File: src/rtl/cpu_step_master_pkg.sv
// Shared debug-link definitions: command bytes, status bytes and the
// sequencer state encoding.
package cpu_step_master_pkg;

   localparam logic [7:0] CMD_HALT  = 8'h48;
   localparam logic [7:0] CMD_GO    = 8'h47;
   localparam logic [7:0] CMD_RST   = 8'h52;
   localparam logic [7:0] CMD_STEP  = 8'h53;
   localparam logic [7:0] CMD_NSTEP = 8'h4E;

   localparam logic [7:0] RSP_OK      = 8'h4B;
   localparam logic [7:0] RSP_ERR     = 8'h45;
   localparam logic [7:0] RSP_BADCMD  = 8'h3F;
   localparam logic [7:0] RSP_TIMEOUT = 8'h54;

   typedef enum logic [2:0] {
      ST_IDLE      = 3'd0,
      ST_GET_CNT   = 3'd1,
      ST_ISSUE     = 3'd2,
      ST_WAIT_DONE = 3'd3,
      ST_RESP      = 3'd4
   } state_e;

endpackage

File: src/rtl/cpu_step_master_busy_timeout.sv
// Clearable cycle counter guarding one busy phase; expired is high on the
// TIMEOUT-th cycle spent in the phase.
module cpu_step_master_busy_timeout #(
   parameter int TIMEOUT = 1024,
   parameter int TO_W    = 11
) (
   input  logic clk_in,
   input  logic rst_n,
   input  logic clr,
   input  logic en,
   output logic expired
);

   logic [TO_W-1:0] count_q;
   logic [TO_W-1:0] count_d;

   always_comb begin
      count_d = count_q;
      if (clr) begin
         count_d = '0;
      end else if (en) begin
         count_d = count_q + TO_W'(1);
      end
   end

   always_ff @(posedge clk_in) begin
      if (!rst_n) begin
         count_q <= '0;
      end else begin
         count_q <= count_d;
      end
   end

   assign expired = en && (count_q == TO_W'(TIMEOUT - 1));

endmodule

File: src/rtl/cpu_step_master.sv
// Debug-link command sequencer: turns command bytes into step/reset requests
// on the clock controller handshake and returns one status byte per command.
module cpu_step_master
   import cpu_step_master_pkg::*;
#(
   parameter int TIMEOUT = 1024,
   parameter int TO_W    = 11
) (
   input  logic       clk_in,
   input  logic       rst_n,
   input  logic       cmd_valid,
   input  logic [7:0] cmd_data,
   output logic       cmd_ready,
   output logic       resp_valid,
   output logic [7:0] resp_data,
   input  logic       resp_ready,
   output logic       ctl_stepmode,
   output logic       ctl_rst,
   output logic       ctl_step,
   input  logic       ctl_busy
);

   state_e     state_q, state_d;
   logic       stepmode_q, stepmode_d;
   logic       ctl_rst_q, ctl_rst_d;
   logic       ctl_step_q, ctl_step_d;
   logic       resp_valid_q, resp_valid_d;
   logic [7:0] resp_data_q, resp_data_d;
   logic       cmd_ready_q, cmd_ready_d;
   logic       is_rst_q, is_rst_d;
   logic [8:0] remaining_q, remaining_d;

   logic       cmd_accept;
   logic       go_resp;
   logic [7:0] rsp_code;
   logic [8:0] rem_dec;
   logic       to_clr;
   logic       to_en;
   logic       to_expired;

   assign cmd_accept = cmd_valid && cmd_ready_q;
   assign rem_dec    = remaining_q - 9'd1;

   always_comb begin
      state_d      = state_q;
      stepmode_d   = stepmode_q;
      ctl_rst_d    = ctl_rst_q;
      ctl_step_d   = ctl_step_q;
      resp_valid_d = resp_valid_q;
      resp_data_d  = resp_data_q;
      is_rst_d     = is_rst_q;
      remaining_d  = remaining_q;
      go_resp      = 1'b0;
      rsp_code     = RSP_OK;

      case (state_q)
         ST_IDLE: begin
            if (cmd_accept) begin
               case (cmd_data)
                  CMD_HALT: begin
                     stepmode_d = 1'b1;
                     go_resp    = 1'b1;
                  end
                  CMD_GO: begin
                     stepmode_d = 1'b0;
                     go_resp    = 1'b1;
                  end
                  CMD_RST: begin
                     is_rst_d  = 1'b1;
                     ctl_rst_d = 1'b1;
                     state_d   = ST_ISSUE;
                  end
                  CMD_STEP: begin
                     if (stepmode_q) begin
                        is_rst_d    = 1'b0;
                        remaining_d = 9'd1;
                        ctl_step_d  = 1'b1;
                        state_d     = ST_ISSUE;
                     end else begin
                        go_resp  = 1'b1;
                        rsp_code = RSP_ERR;
                     end
                  end
                  CMD_NSTEP: state_d = ST_GET_CNT;
                  default: begin
                     go_resp  = 1'b1;
                     rsp_code = RSP_BADCMD;
                  end
               endcase
            end
         end

         // A count byte of zero loads 256 through the extra top bit.
         ST_GET_CNT: begin
            if (cmd_accept) begin
               if (stepmode_q) begin
                  is_rst_d    = 1'b0;
                  remaining_d = {cmd_data == 8'h00, cmd_data};
                  ctl_step_d  = 1'b1;
                  state_d     = ST_ISSUE;
               end else begin
                  go_resp  = 1'b1;
                  rsp_code = RSP_ERR;
               end
            end
         end

         ST_ISSUE: begin
            if (ctl_busy) begin
               ctl_rst_d  = 1'b0;
               ctl_step_d = 1'b0;
               state_d    = ST_WAIT_DONE;
            end else if (to_expired) begin
               ctl_rst_d  = 1'b0;
               ctl_step_d = 1'b0;
               go_resp    = 1'b1;
               rsp_code   = RSP_TIMEOUT;
            end
         end

         ST_WAIT_DONE: begin
            if (!ctl_busy) begin
               if (is_rst_q) begin
                  go_resp = 1'b1;
               end else begin
                  remaining_d = rem_dec;
                  if (rem_dec != 9'd0) begin
                     ctl_step_d = 1'b1;
                     state_d    = ST_ISSUE;
                  end else begin
                     go_resp = 1'b1;
                  end
               end
            end else if (to_expired) begin
               remaining_d = 9'd0;
               go_resp     = 1'b1;
               rsp_code    = RSP_TIMEOUT;
            end
         end

         ST_RESP: begin
            if (resp_ready) begin
               resp_valid_d = 1'b0;
               state_d      = ST_IDLE;
            end
         end

         default: state_d = ST_IDLE;
      endcase

      if (go_resp) begin
         state_d      = ST_RESP;
         resp_valid_d = 1'b1;
         resp_data_d  = rsp_code;
      end

      cmd_ready_d = (state_d == ST_IDLE) || (state_d == ST_GET_CNT);
   end

   // Every state change restarts the phase timer; only ISSUE/WAIT_DONE use it.
   assign to_clr = (state_d != state_q);
   assign to_en  = (state_q == ST_ISSUE) || (state_q == ST_WAIT_DONE);

   cpu_step_master_busy_timeout #(
      .TIMEOUT (TIMEOUT),
      .TO_W    (TO_W)
   ) u_busy_timeout (
      .clk_in  (clk_in),
      .rst_n   (rst_n),
      .clr     (to_clr),
      .en      (to_en),
      .expired (to_expired)
   );

   always_ff @(posedge clk_in) begin
      if (!rst_n) begin
         state_q      <= ST_IDLE;
         stepmode_q   <= 1'b0;
         ctl_rst_q    <= 1'b0;
         ctl_step_q   <= 1'b0;
         resp_valid_q <= 1'b0;
         resp_data_q  <= 8'h00;
         cmd_ready_q  <= 1'b1;
         is_rst_q     <= 1'b0;
         remaining_q  <= 9'd0;
      end else begin
         state_q      <= state_d;
         stepmode_q   <= stepmode_d;
         ctl_rst_q    <= ctl_rst_d;
         ctl_step_q   <= ctl_step_d;
         resp_valid_q <= resp_valid_d;
         resp_data_q  <= resp_data_d;
         cmd_ready_q  <= cmd_ready_d;
         is_rst_q     <= is_rst_d;
         remaining_q  <= remaining_d;
      end
   end

   assign cmd_ready    = cmd_ready_q;
   assign resp_valid   = resp_valid_q;
   assign resp_data    = resp_data_q;
   assign ctl_stepmode = stepmode_q;
   assign ctl_rst      = ctl_rst_q;
   assign ctl_step     = ctl_step_q;

endmodule

File: config.mk
export PLATFORM = sky130hd
export DESIGN_NAME = cpu_step_master
export DESIGN_NICKNAME = d
export VERILOG_FILES = /design/src/rtl/cpu_step_master_pkg.sv /design/src/rtl/cpu_step_master_busy_timeout.sv /design/src/rtl/cpu_step_master.sv
export SDC_FILE = /design/constraint.sdc
export NUM_CORES = 1
export LEC_CHECK = 0
export CAP_MARGIN = 0
export CORE_ASPECT_RATIO = 0.9
export CORE_MARGIN = 2
export CORE_UTILIZATION = 40
export CTS_BUF_LIST = sky130_fd_sc_hd__clkbuf_16
export DETAILED_ROUTE_END_ITERATION = 7
export DONT_BUFFER_PORTS = 1
export PLACE_DENSITY = 0.56
export SYNTH_ARGS = -nofsm -noshare
export SYNTH_HDL_FRONTEND = slang
export SYNTH_HIERARCHICAL = 1
export SYNTH_SLANG_ARGS = --single-unit
File: constraint.sdc
create_clock -name clk_in -period 3 [get_ports clk_in]
set_input_delay 0.6 -clock clk_in [delete_from_list [all_inputs] [get_ports clk_in]]
set_output_delay 0.6 -clock clk_in [all_outputs]
set_load 0.02 [all_outputs]
* After elaboration in Yosys (flattened, before gate mapping)
Cells that the tools add are included.
** Storage, ports and cells
- Bits in registers :: 37
- Input port bits :: 13
- Output and inout bits :: 13
- Logic and storage cells :: 122
** Operators by class
- Add/subtract/negate cells :: 2
- Equality and inequality tests :: 25
- Mux-type cells :: 60
- Bitwise logic cells :: 1
- Reductions and logical operators :: 24
** Operators with widths (count)
- 9-bit two-way mux :: 8
- 8-bit by 7-bit == test with 1-bit output, second input constant :: 5
- 8-bit case mux with 4 select lines :: 1
- 3-bit two-way mux :: 9
- 9-bit case mux with 3 select lines :: 1
- 1-bit two-way mux :: 25
- 8-bit two-way mux :: 2
- 8-bit AND reduction :: 2
- 3-bit case mux with 5 select lines :: 1
- 2-bit != test, second input constant :: 7
- 7-bit case mux with 2 select lines :: 1
- 11-bit by 1-bit adder with 11-bit output, second input constant :: 1
- 11-bit by 10-bit == test with 1-bit output, second input constant :: 1
- 5-bit two-way mux :: 2
- 1-bit case mux with 2 select lines :: 5
- 2-bit nonzero test :: 5
- 3-bit != test, second input constant :: 3
- 3-bit case mux with 3 select lines :: 1
- 9-bit nonzero test :: 1
- 9-bit by 1-bit subtractor with 9-bit output, second input constant :: 1
- 8-bit logical NOT :: 1
- 1-bit case mux with 4 select lines :: 2
- 4-bit AND reduction :: 2
- 7-bit two-way mux :: 1
- 17 further kinds :: 24

* Logic depth before layout (Yosys ltp)
Gate-level depths: netlist of the first run.
- Depth in word-level cells :: 9
- Mapped depth :: 14
- Mapped depth without buffers :: 11

* Hierarchy
The synthesis of the first run kept the hierarchy.
** By module, submodules not included
- cpu_step_master :: times used 1, cells an instance 200, area each 1652.8 sq um, seq. area each 480.5 sq um
- cpu_step_master_busy_timeout :: times used 1, cells an instance 52, area each 491.7 sq um, seq. area each 220.2 sq um

* Worst setup path after synthesis of the first run
No wires, ideal clock.
- Path type :: flip-flop to flip-flop
- From :: register state_q[1]
- To :: register u_busy_timeout.count_q[0]
- Setup time :: 0.128 ns
- Data arrival time :: 2.591 ns
- Data required time :: 2.872 ns
- Path slack :: 0.281 ns
- Stages on the path, launching flop included :: 14
- Path buffers :: 3
- Clock period less this slack :: 2.719 ns
- Path through :: dfxtp_1 > clkbuf_8 > nand2b_1 > inv_1 > buf_2 > nand4_1 > nor4_2 > and2b_2 > o211ai_4 > o21ai_0 > nand3_1 > nand2b_1 > clkbuf_1 > nor2_1
** On the way
- Cells in the longest elaborated chain, start to end :: 9
- Elaborated cells on any way between the ends :: 24
- Those cells by class :: eq/ne: 5; mux: 15; reduce/logical: 4
** Ends and longest elaborated chain
- start: declaration :: line cpu_step_master.sv:23 : state_e state_q, state_d;
- start signal: assignment :: line cpu_step_master.sv:187 : state_q <= state_d;
- 3-bit by 2-bit == test with 1-bit output :: line cpu_step_master.sv:162 : assign to_en = (state_q == ST_ISSUE) || (state_q == ST_WAIT_DONE);
- 1-bit logical OR * :: line cpu_step_master.sv:162
- named net to_en :: line cpu_step_master.sv:38 : logic to_en;
- 1-bit logical AND * :: line cpu_step_master_busy_timeout.sv:34 : assign expired = en && (count_q == TO_W'(TIMEOUT - 1));
- named net to_expired :: line cpu_step_master.sv:39 : logic to_expired;
- 1-bit two-way mux * :: line cpu_step_master.sv:113, cpu_step_master.sv:134
- 1-bit two-way mux (on tied branches) :: line cpu_step_master.sv:122, cpu_step_master.sv:109
- 1-bit case mux with 4 select lines * :: line cpu_step_master.sv:56 : case (state_q)
- 3-bit two-way mux * :: line cpu_step_master.sv:151 : if (go_resp) begin
- 3-bit != test * :: line cpu_step_master.sv:161 : assign to_clr = (state_d != state_q);
- named net to_clr :: line cpu_step_master.sv:37 : logic to_clr;
- 2-bit OR reduction (no line) *
- end signal: assignment :: line cpu_step_master_busy_timeout.sv:30 : count_q <= count_d;
- end: declaration :: line cpu_step_master_busy_timeout.sv:14 : logic [TO_W-1:0] count_q;
Mark *: on every way through the listed nets, which the timed path passes. The rest lies on a longest branch.
A chain may end at the register's enable or synchronous reset.

* Worst setup path after layout of the first run
- From :: register u_busy_timeout.count_q[0]
- To :: register u_busy_timeout.count_q[10]
** On the way
- Cells in the longest elaborated chain, start to end :: 8
- Elaborated cells on any way between the ends :: 10
- Those cells by class :: add/sub: 1; eq/ne: 2; mux: 5; reduce/logical: 2
** Ends and longest elaborated chain (line)
- 11-bit by 10-bit == test with 1-bit output * :: cpu_step_master_busy_timeout.sv:34
- 1-bit logical AND * :: cpu_step_master_busy_timeout.sv:34
- named net to_expired :: cpu_step_master.sv:39
- 1-bit two-way mux * :: cpu_step_master.sv:113, cpu_step_master.sv:134
- 1-bit two-way mux (on tied branches) :: cpu_step_master.sv:122, cpu_step_master.sv:109
- 1-bit case mux with 4 select lines * :: cpu_step_master.sv:56
- 3-bit two-way mux * :: cpu_step_master.sv:151
- 3-bit != test * :: cpu_step_master.sv:161
- named net to_clr :: cpu_step_master.sv:37
- 2-bit OR reduction (no line) *
Marked as above.

==> results of run 1 <==
## stage by stage
step | cell area (sq um) | setup slack, ps | hold slack (ps)
3_3_place_gp | 2190 | 379 | 480
3_5_place_dp | 2190 | 347 | 479
5_1_grt | 2360 | 92.1 | 407
4_1_cts | 2360 | 331 | 393
2_1_floorplan | 2140 | 281 | 452
6_report | 2360 | 336 | 403
## cell usage after synthesis (3+ instances only)
| cell type | n | area share (%) |
|---|---|---|
| dfxtp_1 | 35 | 33 |
| nor2_1 | 25 | 4.4 |
| nand2_1 | 22 | 3.9 |
| o21ai_0 | 19 | 4.4 |
| a21oi_1 | 17 | 4.0 |
| a22oi_1 | 7 | 2.5 |
| inv_1 | 6 | 1.1 |
| clkbuf_1 | 5 | 0.88 |
| nand2b_1 | 5 | 1.5 |
| nand3_1 | 5 | 1.2 |
| nand4_1 | 5 | 1.5 |
| a211oi_1 | 4 | 1.4 |
| clkbuf_8 | 4 | 2.6 |
| nor2b_1 | 4 | 1.2 |
| nor4_1 | 4 | 1.2 |
| xnor2_1 | 4 | 1.6 |
| xor2_1 | 4 | 1.6 |
| buf_2 | 3 | 0.70 |
| ha_1 | 3 | 1.8 |
| nand3b_1 | 3 | 1.1 |
| nor3_1 | 3 | 0.70 |
| o211a_1 | 3 | 1.4 |
| or2_2 | 3 | 0.88 |
| or3_1 | 3 | 0.88 |
| or3_2 | 3 | 1.1 |
## where the power goes
part           switching (mW)  total (mW)  internal (mW)
Clock                   0.195       0.586          0.391
Combinational          0.0402      0.0714         0.0312
Sequential             0.0245       0.502          0.477
## per-layer routing
metal	part of all wire [%]	routed length (um)
met4	0.99	48
met3	4.5	219
met2	45	2150
met5	0	0
met1	50	2410
## state kept, by name, summed over array words and instances, names as in the netlist
name                    cells
remaining_q                 9
resp_valid                  1
is_rst_q                    1
ctl_stepmode                1
ctl_step                    1
resp_data                   6
u_busy_timeout/count_q     11
ctl_rst                     1
state_q                     3
cmd_ready                   1
## final cells by class
cell class | instances | area share [%]
Clock buffer | 5 | 5.30
Tap cell | 67 | 3.55
Clock inverter | 3 | 1.86
Timing Repair Buffer | 8 | 2.55
Multi-Input combinational cell | 196 | 55.9
Inverter | 7 | 1.11
Sequential cell | 35 | 29.7
## cells by family (layout without fill, tap and decap cells)
| group | count (synthesis) | count (layout) | synth area share [%] |
|---|---|---|---|
| simple gates | 108 | 108 | 30.9 |
| compound gates | 75 | 75 | 24.7 |
| flops | 35 | 35 | 32.7 |
| buf+inv | 21 | 23 | 6.07 |
| xor+xnor | 8 | 8 | 3.27 |
| fa+ha+maj | 3 | 3 | 1.75 |
| other cells | 1 | 1 | 0.175 |
| mux | 1 | 1 | 0.467 |
## how the worst max path moves through the flow
stage,startpoint,end,depth (start not counted)
after floorplan,state_q[1]$_SDFF_PN0_,u_busy_timeout/count_q[0]$_SDFFE_PP0P_,13
after global placement,u_busy_timeout/count_q[0]$_SDFFE_PP0P_,u_busy_timeout/count_q[10]$_SDFFE_PP0P_,11
after detailed placement,u_busy_timeout/count_q[0]$_SDFFE_PP0P_,u_busy_timeout/count_q[10]$_SDFFE_PP0P_,11
after CTS,u_busy_timeout/count_q[0]$_SDFFE_PP0P_,u_busy_timeout/count_q[10]$_SDFFE_PP0P_,11
after global routing,u_busy_timeout/count_q[0]$_SDFFE_PP0P_,u_busy_timeout/count_q[10]$_SDFFE_PP0P_,11
final,u_busy_timeout/count_q[0]$_SDFFE_PP0P_,u_busy_timeout/count_q[10]$_SDFFE_PP0P_,11
==> run metrics, run 1 <==
multi-input logic area 0.00132 sq mm; gr usage total 18.1%; CTS root buf clkbuf_16; CTS clk-pin slew, worst paths 60 ps; Fmax 375 MHz; postcts setup bufs 0; most used cell, CP buf_4; GRT Max-Usage Layer met2; met1 Resource Use GR 25.4%; Syn Inst Count 252; drt pass-1 iters 4; synthesized cell area 0.00214 sq mm; grt ovf 0; GPL Wtd Cong 0.808; post-detailed-routing wire length 4830 um; vias per cell 5.74; hpwl dp 3530 um; pin count of the biggest net entering global routing 20; HP Start rst_n; area of the core 0.00522 sq mm; RR Startpoint u_busy_timeout/count_q[0]$_SDFFE_PP0P_; post_cts resized 0; CP endpoint kind flop; critical-path cell list ha_1 > nand4_1 > nor4_2 > buf_4 > and2b_2 > o211ai_4 > or3_1 > nand3_1 > nand2b_1 > buf_4 > o21ba_2; CP max stage cell dfxtp_1; area grow syn2layout 10.0%; worst-case clock buffer depth 2; Setup violations, final 0; Die H 73.5 um; status finished, final reports clean; Crit path buffers/inverters 2; Setup TNS Final 0 ps; met2 Usage GRT 26.7%; Antenna diodes 0; Post-synth ARST share 0%; initial core utilization 41.1%; Top FF cell, synth dfxtp_1; DR vias 1842; Hold Path End cmd_ready$_SDFF_PN1_; Routed Antenna Nets 0; overall power 1.16 mW; Post-synth EDFFs 0; slew margin rel. 63.4%; vias in the first global route 1697; VDD IR max 402 uV; fillers 511; unrepaired setup endpoints after global routing no; R2R Setup Slk 340 ps; depth of the most critical reg-to-reg path 11; initial antenna violation count 0; Avg Inst Size Synth 8.51 sq um; Layout Skew 5.31 ps; CP arrival 2890 ps; distinct cell type count after synthesis 67; Register Area 701 sq um; Period minus WS final 2660 ps; CTS Buf Count 5; CTS sink count 35; layout cell share with drive strength beyond 1 14.6%; Rows 25; commonest non-fill, non-tap cell in the layout dfxtp_1; DR iter-0 viols 106; fin crit share 88.8%; # hold bufs at CTS 0; commonest non-fill, non-tap cells in the layout dfxtp_1 (35), nor2_1 (25), nand2_1 (22); HP Class in -> reg; Synthesized Nets 268; Crit Reg-Reg Endpoint u_busy_timeout/count_q[10]$_SDFFE_PP0P_; Worst Setup Start Kind flop; full die area 0.00596 sq mm; residual DRC count 0; P per Cell Area 491 mW/mm^2; Final Max Slew Viols 0; WL per Instance 15.1 um; GRT met3 Usage 5.28%; H-tree levels 2; Synth Warn # 6; Setup CP Type reg -> reg; Synth Register Bits 35; non-filler instance count after layout 321; Worst Path Required 3230 ps; worst slew pin tran 548 ps; CTS tree yes; Nets 269; number of max-cap violations 0; share of the core filled with cells 45.2%; CP top delay family simple AND/OR/NAND/NOR gates; Fin. Hold Viols 0; die width 81.2 um; Clock Latency Late Sink 280 ps; crit-path max cell delay 410 ps; hold depth 1; first-pass GRT wire length 8340 um; Placed Instances 313; sequential share of the synthesized area 32.7%; io pins 26; Critical Path Fanout Max 11; Pleak 0.823 nW; Buffers on Ports 0
Note: power is estimated with default switching activity, not from simulation.
==> run 2: changes to the inputs <==
--- a/config.mk
+++ b/config.mk
@@ -5,8 +5,9 @@
 export SDC_FILE = /design/constraint.sdc
 export NUM_CORES = 1
 export LEC_CHECK = 0
+export ABC_AREA = 1
 export CAP_MARGIN = 0
-export CORE_ASPECT_RATIO = 0.9
+export CORE_ASPECT_RATIO = 2
 export CORE_MARGIN = 2
 export CORE_UTILIZATION = 40
 export CTS_BUF_LIST = sky130_fd_sc_hd__clkbuf_16
==> run 2 against run 1 <==
Compared with the run above:
- maximum frequency rose by 0.89%
- largest cell class unchanged
- routed wire length increased by 37%
- critical path depth increased by 9
- final cell count grew 33%
- first-iteration DRC count is 2.8% higher
- worst setup slack better by 24 ps
- sequential share of layout area is 2.4 points lower
- final area up 9.1%
- highest routed layer unchanged
==> run metrics, run 2 <==
status finished, final reports clean (unchanged); switching power 295 uW (was 259 uW); drt pass-1 iters 4 (unchanged); grt ovf 0 (unchanged); number of max-cap violations 0 (unchanged); depth of the most critical reg-to-reg path 20 (was 11); Setup CP Type reg -> reg (unchanged); synthesized cell area 0.00234 sq mm (was 0.00214 sq mm); Area contributors post-synth dfxtp_1 (30%), nand2_1 (13%), inv_1 (8.5%), nor2_1 (7.2%), a21oi_1 (5.4%) (was dfxtp_1 (33%), o21ai_0 (4.4%), nor2_1 (4.4%), a21oi_1 (4.0%), nand2_1 (3.9%)); WL per Instance 15.4 um (was 15.1 um); layout cell share with drive strength beyond 1 15.3% (was 14.6%); residual DRC count 0 (unchanged); CTS root buf clkbuf_16 (unchanged); CP arrival 2860 ps (was 2890 ps); CTS Buf Count 5 (unchanged); unrepaired setup endpoints after global routing no (unchanged); CTS clk-pin slew, worst paths 60 ps (about the same); DR vias 2268 (was 1842); Top FF cell, synth dfxtp_1 (unchanged); CTS tree yes (unchanged); Worst Path Required 3220 ps (was 3230 ps); first-pass GRT wire length 10800 um (was 8340 um); Routed Antenna Nets 0 (unchanged); Crit Reg-Reg Endpoint u_busy_timeout/count_q[3]$_SDFFE_PP0P_ (was u_busy_timeout/count_q[10]$_SDFFE_PP0P_); HP Start rst_n (unchanged); DR iter-0 viols 109 (was 106); vias in the first global route 2293 (was 1697); Syn Inst Count 361 (was 252); Final Max Slew Viols 0 (unchanged); CP endpoint kind flop (unchanged); RR Startpoint state_q[0]$_SDFF_PN0_ (was u_busy_timeout/count_q[0]$_SDFFE_PP0P_); HP Class in -> reg (unchanged); Synth top cells by count nand2_1 (80), inv_1 (53), nor2_1 (45) (was dfxtp_1 (35), nor2_1 (25), nand2_1 (22)); Worst Setup Start Kind flop (unchanged); Post-synth ARST share 0% (unchanged); initial core utilization 41.3% (was 41.1%); VDD IR max 376 uV (was 402 uV); fillers 603 (was 511); Synth Warn # 6 (unchanged); fin crit share 88.0% (was 88.8%); Nets 382 (was 269); Clock Latency Late Sink 280 ps (about the same); Die H 112 um (was 73.5 um); Sw Ratio 24.7% (was 22.4%); Period minus WS final 2640 ps (was 2660 ps); post-route setup slack 360 ps (was 336 ps); Rows 39 (was 25); combinational power share 7.9% (was 6.2%); Synthesized Nets 377 (was 268); Yosys top cell area share 30.0% (was 32.7%); vias per cell 5.30 (was 5.74); count leader, synth nand2_1 (was dfxtp_1); commonest non-fill, non-tap cells in the layout nand2_1 (80), inv_1 (52), nor2_1 (44) (was dfxtp_1 (35), nor2_1 (25), nand2_1 (22)); distinct cell type count after synthesis 42 (was 67); Critical Path Fanout Max 7 (was 11); die width 58.1 um (was 81.2 um); dpl ws 289 ps (was 347 ps); Fmax 379 MHz (was 375 MHz); sequential share of the synthesized area 30.0% (was 32.7%); Register Area 702 sq um (was 701 sq um); Post-synth EDFFs 0 (unchanged); P per Cell Area 464 mW/mm^2 (was 491 mW/mm^2); hold depth 2 (was 1); hpwl dp 5380 um (was 3530 um); Layout Skew 7.68 ps (was 5.31 ps); area grow syn2layout 10.1% (was 10.0%); Antenna diodes 0 (unchanged); Fin. Hold Viols 0 (unchanged); GPL Wtd Cong 0.929 (was 0.808); CTS sink count 35 (unchanged); Pleak 1.28 nW (was 0.823 nW); worst-case clock buffer depth 2 (unchanged); multi-input logic area 0.00136 sq mm (was 0.00132 sq mm); R2R Setup Slk 360 ps (was 340 ps); Setup TNS Final 0 ps (unchanged); full die area 0.00651 sq mm (was 0.00596 sq mm); P_int 900 uW (about the same); post-detailed-routing wire length 6600 um (was 4830 um); cell taking the most area after synthesis dfxtp_1 (unchanged); clock share of power 50.1% (was 50.5%); initial antenna violation count 0 (unchanged); Reg power frac 42.1% (was 43.3%); pin count of the biggest net entering global routing 17 (was 20); H-tree levels 2 (unchanged); Setup violations, final 0 (unchanged); commonest non-fill, non-tap cell in the layout nand2_1 (was dfxtp_1); Synth Register Bits 35 (unchanged); Hold Path End resp_valid$_SDFFE_PN0P_ (was cmd_ready$_SDFF_PN1_); Buffers on Ports 0 (unchanged); Avg Inst Size Synth 6.48 sq um (was 8.51 sq um); Largest register FFs 11 (unchanged); share of the core filled with cells 45.5% (was 45.2%); io pins 26 (unchanged); Biggest register u_busy_timeout/count_q (unchanged); area of the core 0.00566 sq mm (was 0.00522 sq mm); gr usage total 21.8% (was 18.1%)
==> run 2: cell types whose count changed after synthesis, sizes merged, moves of 4 or more <==
cell | before | now
nand2b | 5 | 0
clkbuf | 9 | 1
nand2 | 22 | 91
nor2 | 25 | 55
xor2 | 4 | 0
or3 | 6 | 0
nor4 | 7 | 0
nor2b | 4 | 0
inv | 6 | 60
o22ai | 0 | 5
a21oi | 17 | 26
nand3 | 5 | 26
xnor2 | 4 | 0
==> run 2: power by group through the flow <==
stage | Clock [mW] | Sequential (mW) | Combinational [mW]
2_1_floorplan | 0 | 0.509 | 0.0798
3_3_place_gp | 0 | 0.513 | 0.0935
3_5_place_dp | 0 | 0.513 | 0.0930
4_1_cts | 0.606 | 0.503 | 0.0934
5_1_grt | 0.629 | 0.504 | 0.108
6_report | 0.598 | 0.503 | 0.0940
==> run 2: kinds of logic after synthesis <==
family | Yosys count | synth area share (%)
buf+inv | 68 | 11.8
compound gates | 67 | 17.2
flops | 35 | 30.0
fa+ha+maj | 3 | 1.61
other cells | 1 | 0.160
simple gates | 187 | 39.3
==> run 2: per-stage QoR <==
step	instance area, sq um	power (mW)	std cells	hold WS (ps)
finish	2570	1.19	428	424
global route	2570	1.24	428	425
CTS	2560	1.20	427	418
detailed placement	2390	0.606	419	462
global placement	2390	0.607	419	468
floorplan	2340	0.589	361	445
==> run 2: worst max path at each step <==
stage,startpoint,to
global route,state_q[2]$_SDFF_PN0_,u_busy_timeout/count_q[3]$_SDFFE_PP0P_
floorplan,state_q[1]$_SDFF_PN0_,u_busy_timeout/count_q[3]$_SDFFE_PP0P_
CTS,state_q[1]$_SDFF_PN0_,u_busy_timeout/count_q[3]$_SDFFE_PP0P_
global placement,cmd_data[4],u_busy_timeout/count_q[3]$_SDFFE_PP0P_
finish,state_q[0]$_SDFF_PN0_,u_busy_timeout/count_q[3]$_SDFFE_PP0P_
detailed placement,state_q[1]$_SDFF_PN0_,u_busy_timeout/count_q[3]$_SDFFE_PP0P_
==> run 2: metal layers <==
| layer | part of all wire [%] | track usage, % |
|---|---|---|
| met3 | 3.0 | 4.03 |
| met2 | 60 | 44.1 |
| met5 | 0 | 0 |
| met4 | 4.7 | 11.0 |
| met1 | 33 | 18.5 |
==> run 2: critical path, cell delays in order (launching register included) <==
cell and delay, ps:
dfxtp_1 350, inv_1 160, nand3_1 210, nand2_1 150, nand3_1 110, nor2_2 140
nand3_2 100, inv_1 100, inv_1 70, nor2_2 120, inv_1 50, nand2_1 80
clkinv_2 90, nand3_1 120, nand2_1 60, nand2_1 60, nand2_1 120, nor2_8 150
inv_2 70, a21oi_1 120, o21a_1 130
==> run 2: cell type report <==
| type | instances | area share, % |
|---|---|---|
| multi-input cells | 258 | 53.0 |
| flip-flops and latches | 35 | 27.3 |
| inverters | 62 | 9.09 |
| clock buffers | 5 | 4.86 |
| well taps | 61 | 2.96 |
| clock inverters | 3 | 1.70 |
| repair buffers | 4 | 1.17 |
==> run 2: repair_timing <==
action,in CTS,in global routing
setup endpoints to repair,0,5
setup buffers,0,1
hold buffers,0,0
resized for setup,0,3
==> run 3: changes to the inputs <==
--- a/config.mk
+++ b/config.mk
@@ -9,11 +9,11 @@
 export CAP_MARGIN = 0
 export CORE_ASPECT_RATIO = 2
 export CORE_MARGIN = 2
-export CORE_UTILIZATION = 40
+export CORE_UTILIZATION = 51
 export CTS_BUF_LIST = sky130_fd_sc_hd__clkbuf_16
 export DETAILED_ROUTE_END_ITERATION = 7
-export DONT_BUFFER_PORTS = 1
-export PLACE_DENSITY = 0.56
+export HOLD_SLACK_MARGIN = 0.02
+export PLACE_DENSITY = 0.75
 export SYNTH_ARGS = -nofsm -noshare
 export SYNTH_HDL_FRONTEND = slang
 export SYNTH_HIERARCHICAL = 1
==> run 3 against run 2 <==
Compared with the run above:
- flip-flop and latch count did not move
- maximum frequency fell by 4.2%
- worst hold slack improved by 48 ps
- worst setup slack got worse by 110 ps
- routed wire length fell by 0.71%
- highest routed layer unchanged
- register-to-register slack got worse by 110 ps
- final cell count rose by 4.4%
- clock power rose by 12%
- core utilization rose by 19 points
- combinational power rose by 71%
- first-iteration DRC count did not move
- global-route usage rose by 6.2 points
==> run metrics, run 3 (same netlist as run 2, synthesis figures left out) <==
Buffers on Ports 24 (was 0); Final Instance Area 0.00285 sq mm (was 0.00257 sq mm); full die area 0.00518 sq mm (was 0.00651 sq mm); HP Start resp_data[2]$_SDFFE_PN0P_ (was rst_n); RR Startpoint state_q[2]$_SDFF_PN0_ (was state_q[0]$_SDFF_PN0_); P_int 1.01 mW (was 900 uW); Rows 34 (was 39); vias in the first global route 2436 (was 2293); area of the core 0.00438 sq mm (was 0.00566 sq mm); Layout Skew 5.20 ps (was 7.68 ps); worst-case clock buffer depth 2 (unchanged); H-tree levels 2 (unchanged); GPL Wtd Cong 1.03 (was 0.929); Clock Latency Late Sink 280 ps (about the same); die width 51.9 um (was 58.1 um); Placed Instances 439 (was 419); status finished, final reports clean (unchanged); clock share of power 50.8% (was 50.1%); io pins 26 (unchanged); gr usage total 28.0% (was 21.8%); Pleak 1.39 nW (was 1.28 nW); CP endpoint kind flop (unchanged); fin crit share 91.8% (was 88.0%); layout cell share with drive strength beyond 1 14.5% (was 15.3%); Antenna diodes 0 (unchanged); Hold WS 472 ps (was 424 ps); Setup TNS Final 0 ps (unchanged); Final Max Slew Viols 0 (unchanged); commonest non-fill, non-tap cell in the layout nand2_1 (unchanged); VDD IR max 417 uV (was 376 uV); Biggest register u_busy_timeout/count_q (unchanged); Reg power frac 37.0% (was 42.1%); Fin. Hold Viols 0 (unchanged); Nets 408 (was 382); Sw Ratio 22.8% (was 24.7%); Setup violations, final 0 (unchanged); hpwl dp 5150 um (was 5380 um); DR iter-0 viols 109 (unchanged); metal3 WL 214 um (was 195 um); CTS sink count 35 (unchanged); postcts setup bufs 0 (unchanged); number of max-cap violations 0 (unchanged); CTS tree yes (unchanged); CTS clk-pin slew, worst paths 60 ps (about the same); pin count of the biggest net entering global routing 13 (was 17); met2 wire length 3610 um (was 3930 um); Worst Setup Start Kind flop (unchanged); Largest register FFs 11 (unchanged); Worst Path Required 3220 ps (about the same); switching power 300 uW (was 295 uW); Critical Path Fanout Max 9 (was 7); vias per cell 5.51 (was 5.30); Routed Antenna Nets 0 (unchanged); Period minus WS final 2750 ps (was 2640 ps); post-detailed-routing wire length 6560 um (was 6600 um); Fmax 363 MHz (was 379 MHz); unrepaired setup endpoints after global routing no (unchanged); commonest non-fill, non-tap cells in the layout nand2_1 (80), inv_1 (53), nor2_1 (44) (was nand2_1 (80), inv_1 (52), nor2_1 (44)); CP arrival 2980 ps (was 2860 ps); wl on met1 2260 um (was 2160 um); initial core utilization 53.4% (was 41.3%); P per Cell Area 462 mW/mm^2 (was 464 mW/mm^2); HP Class reg -> reg (was in -> reg); CTS Buf Count 5 (unchanged); grt ovf 0 (unchanged); Top Metal Used met4 (unchanged); area grow syn2layout 21.7% (was 10.1%); WL per Instance 14.7 um (was 15.4 um); combinational power share 12.3% (was 7.9%); initial antenna violation count 0 (unchanged); Setup CP Type reg -> reg (unchanged); Critical path origin state_q[2]$_SDFF_PN0_ (was state_q[0]$_SDFF_PN0_); drt pass-1 iters 4 (unchanged); first-pass GRT wire length 10800 um (about the same); CTS root buf clkbuf_16 (unchanged); DR vias 2463 (was 2268); placed cell areas 0.00265 sq mm (was 0.00239 sq mm); non-filler instance count after layout 447 (was 428); residual DRC count 0 (unchanged); Die H 99.8 um (was 112 um)
## run 3: cell types whose count changed in the layout (fill, tap and decap cells not counted)
| cell | previous run | this run |
|---|---|---|
| buf_4 | 4 | 6 |
| bufinv_16 | 1 | 2 |
| clkdlybuf4s50_1 | 0 | 24 |
| clkinv_2 | 2 | 1 |
| clkinv_4 | 1 | 0 |
| dfxtp_1 | 34 | 35 |
| dfxtp_2 | 1 | 0 |
| inv_1 | 52 | 53 |
| nand3_1 | 22 | 21 |
| nand3_2 | 4 | 5 |
## run 3: per-stage QoR
stage | util [%] | setup slack, ps | power [mW]
CTS | 64.8 | 176 | 1.32
global placement | 60.5 | 121 | 0.654
floorplan | - | 405 | 0.589
detailed placement | 60.5 | 71.8 | 0.656
finish | 64.9 | 246 | 1.32
global route | 64.9 | 7.34 | 1.36
## run 3: path summary, 6_finish.rpt
path | to | slack (ps) | cells past startpoint
setup / recovery | u_busy_timeout/count_q[3]$_SDFFE_PP0P_ | 250 | 22
hold / removal | resp_data[2]$_SDFFE_PN0P_ | 470 | 2
setup reg to reg | u_busy_timeout/count_q[3]$_SDFFE_PP0P_ | 250 | 22
hold reg to reg | resp_data[2]$_SDFFE_PN0P_ | 470 | 2
## run 3: per-layer routing
metal	up-vias	global-route usage, %
li1	1227	-
met1	1117	23.8
met2	80	53.5
met3	39	4.35
met4	0	21.1
met5	-	0
## run 3: power by group through the flow
| stage | Combinational [mW] | Clock, mW | Sequential [mW] |
|---|---|---|---|
| 2_1_floorplan | 0.0798 | 0 | 0.509 |
| 3_3_place_gp | 0.158 | 0 | 0.496 |
| 3_5_place_dp | 0.160 | 0 | 0.496 |
| 4_1_cts | 0.161 | 0.676 | 0.486 |
| 5_1_grt | 0.175 | 0.696 | 0.487 |
| 6_report | 0.161 | 0.668 | 0.486 |
## run 3: timing repair
item                       in CTS  in global routing
setup endpoints to repair       0                  4
hold buffers                    0                  0
gates resized for setup         0                  3
## run 3: critical path, stage by stage (launching register included)
cell and delay (ps):
dfxtp_1 340, inv_2 130, nand2_2 80, nor2_2 120, inv_2 90, nand2_1 100
nand3_1 100, nor2_2 150, nand3_2 110, inv_1 150, inv_1 70, nor2_1 170
inv_1 60, nand2_1 80, clkinv_2 90, nand3_1 110, nand2_1 50, nand2_1 50
nand2_1 120, nor2_8 170, inv_2 70, a21oi_1 130, o21a_1 130
## run 3: cell type report
cell class / count / area (sq um)
Tap cell: 54 / 67.6
Sequential cell: 35 / 701
Inverter: 62 / 234
Clock inverter: 3 / 63.8
Timing Repair Buffer: 30 / 285
Multi-Input combinational cell: 258 / 1370
Clock buffer: 5 / 125
Fill cell: 399 / 1540
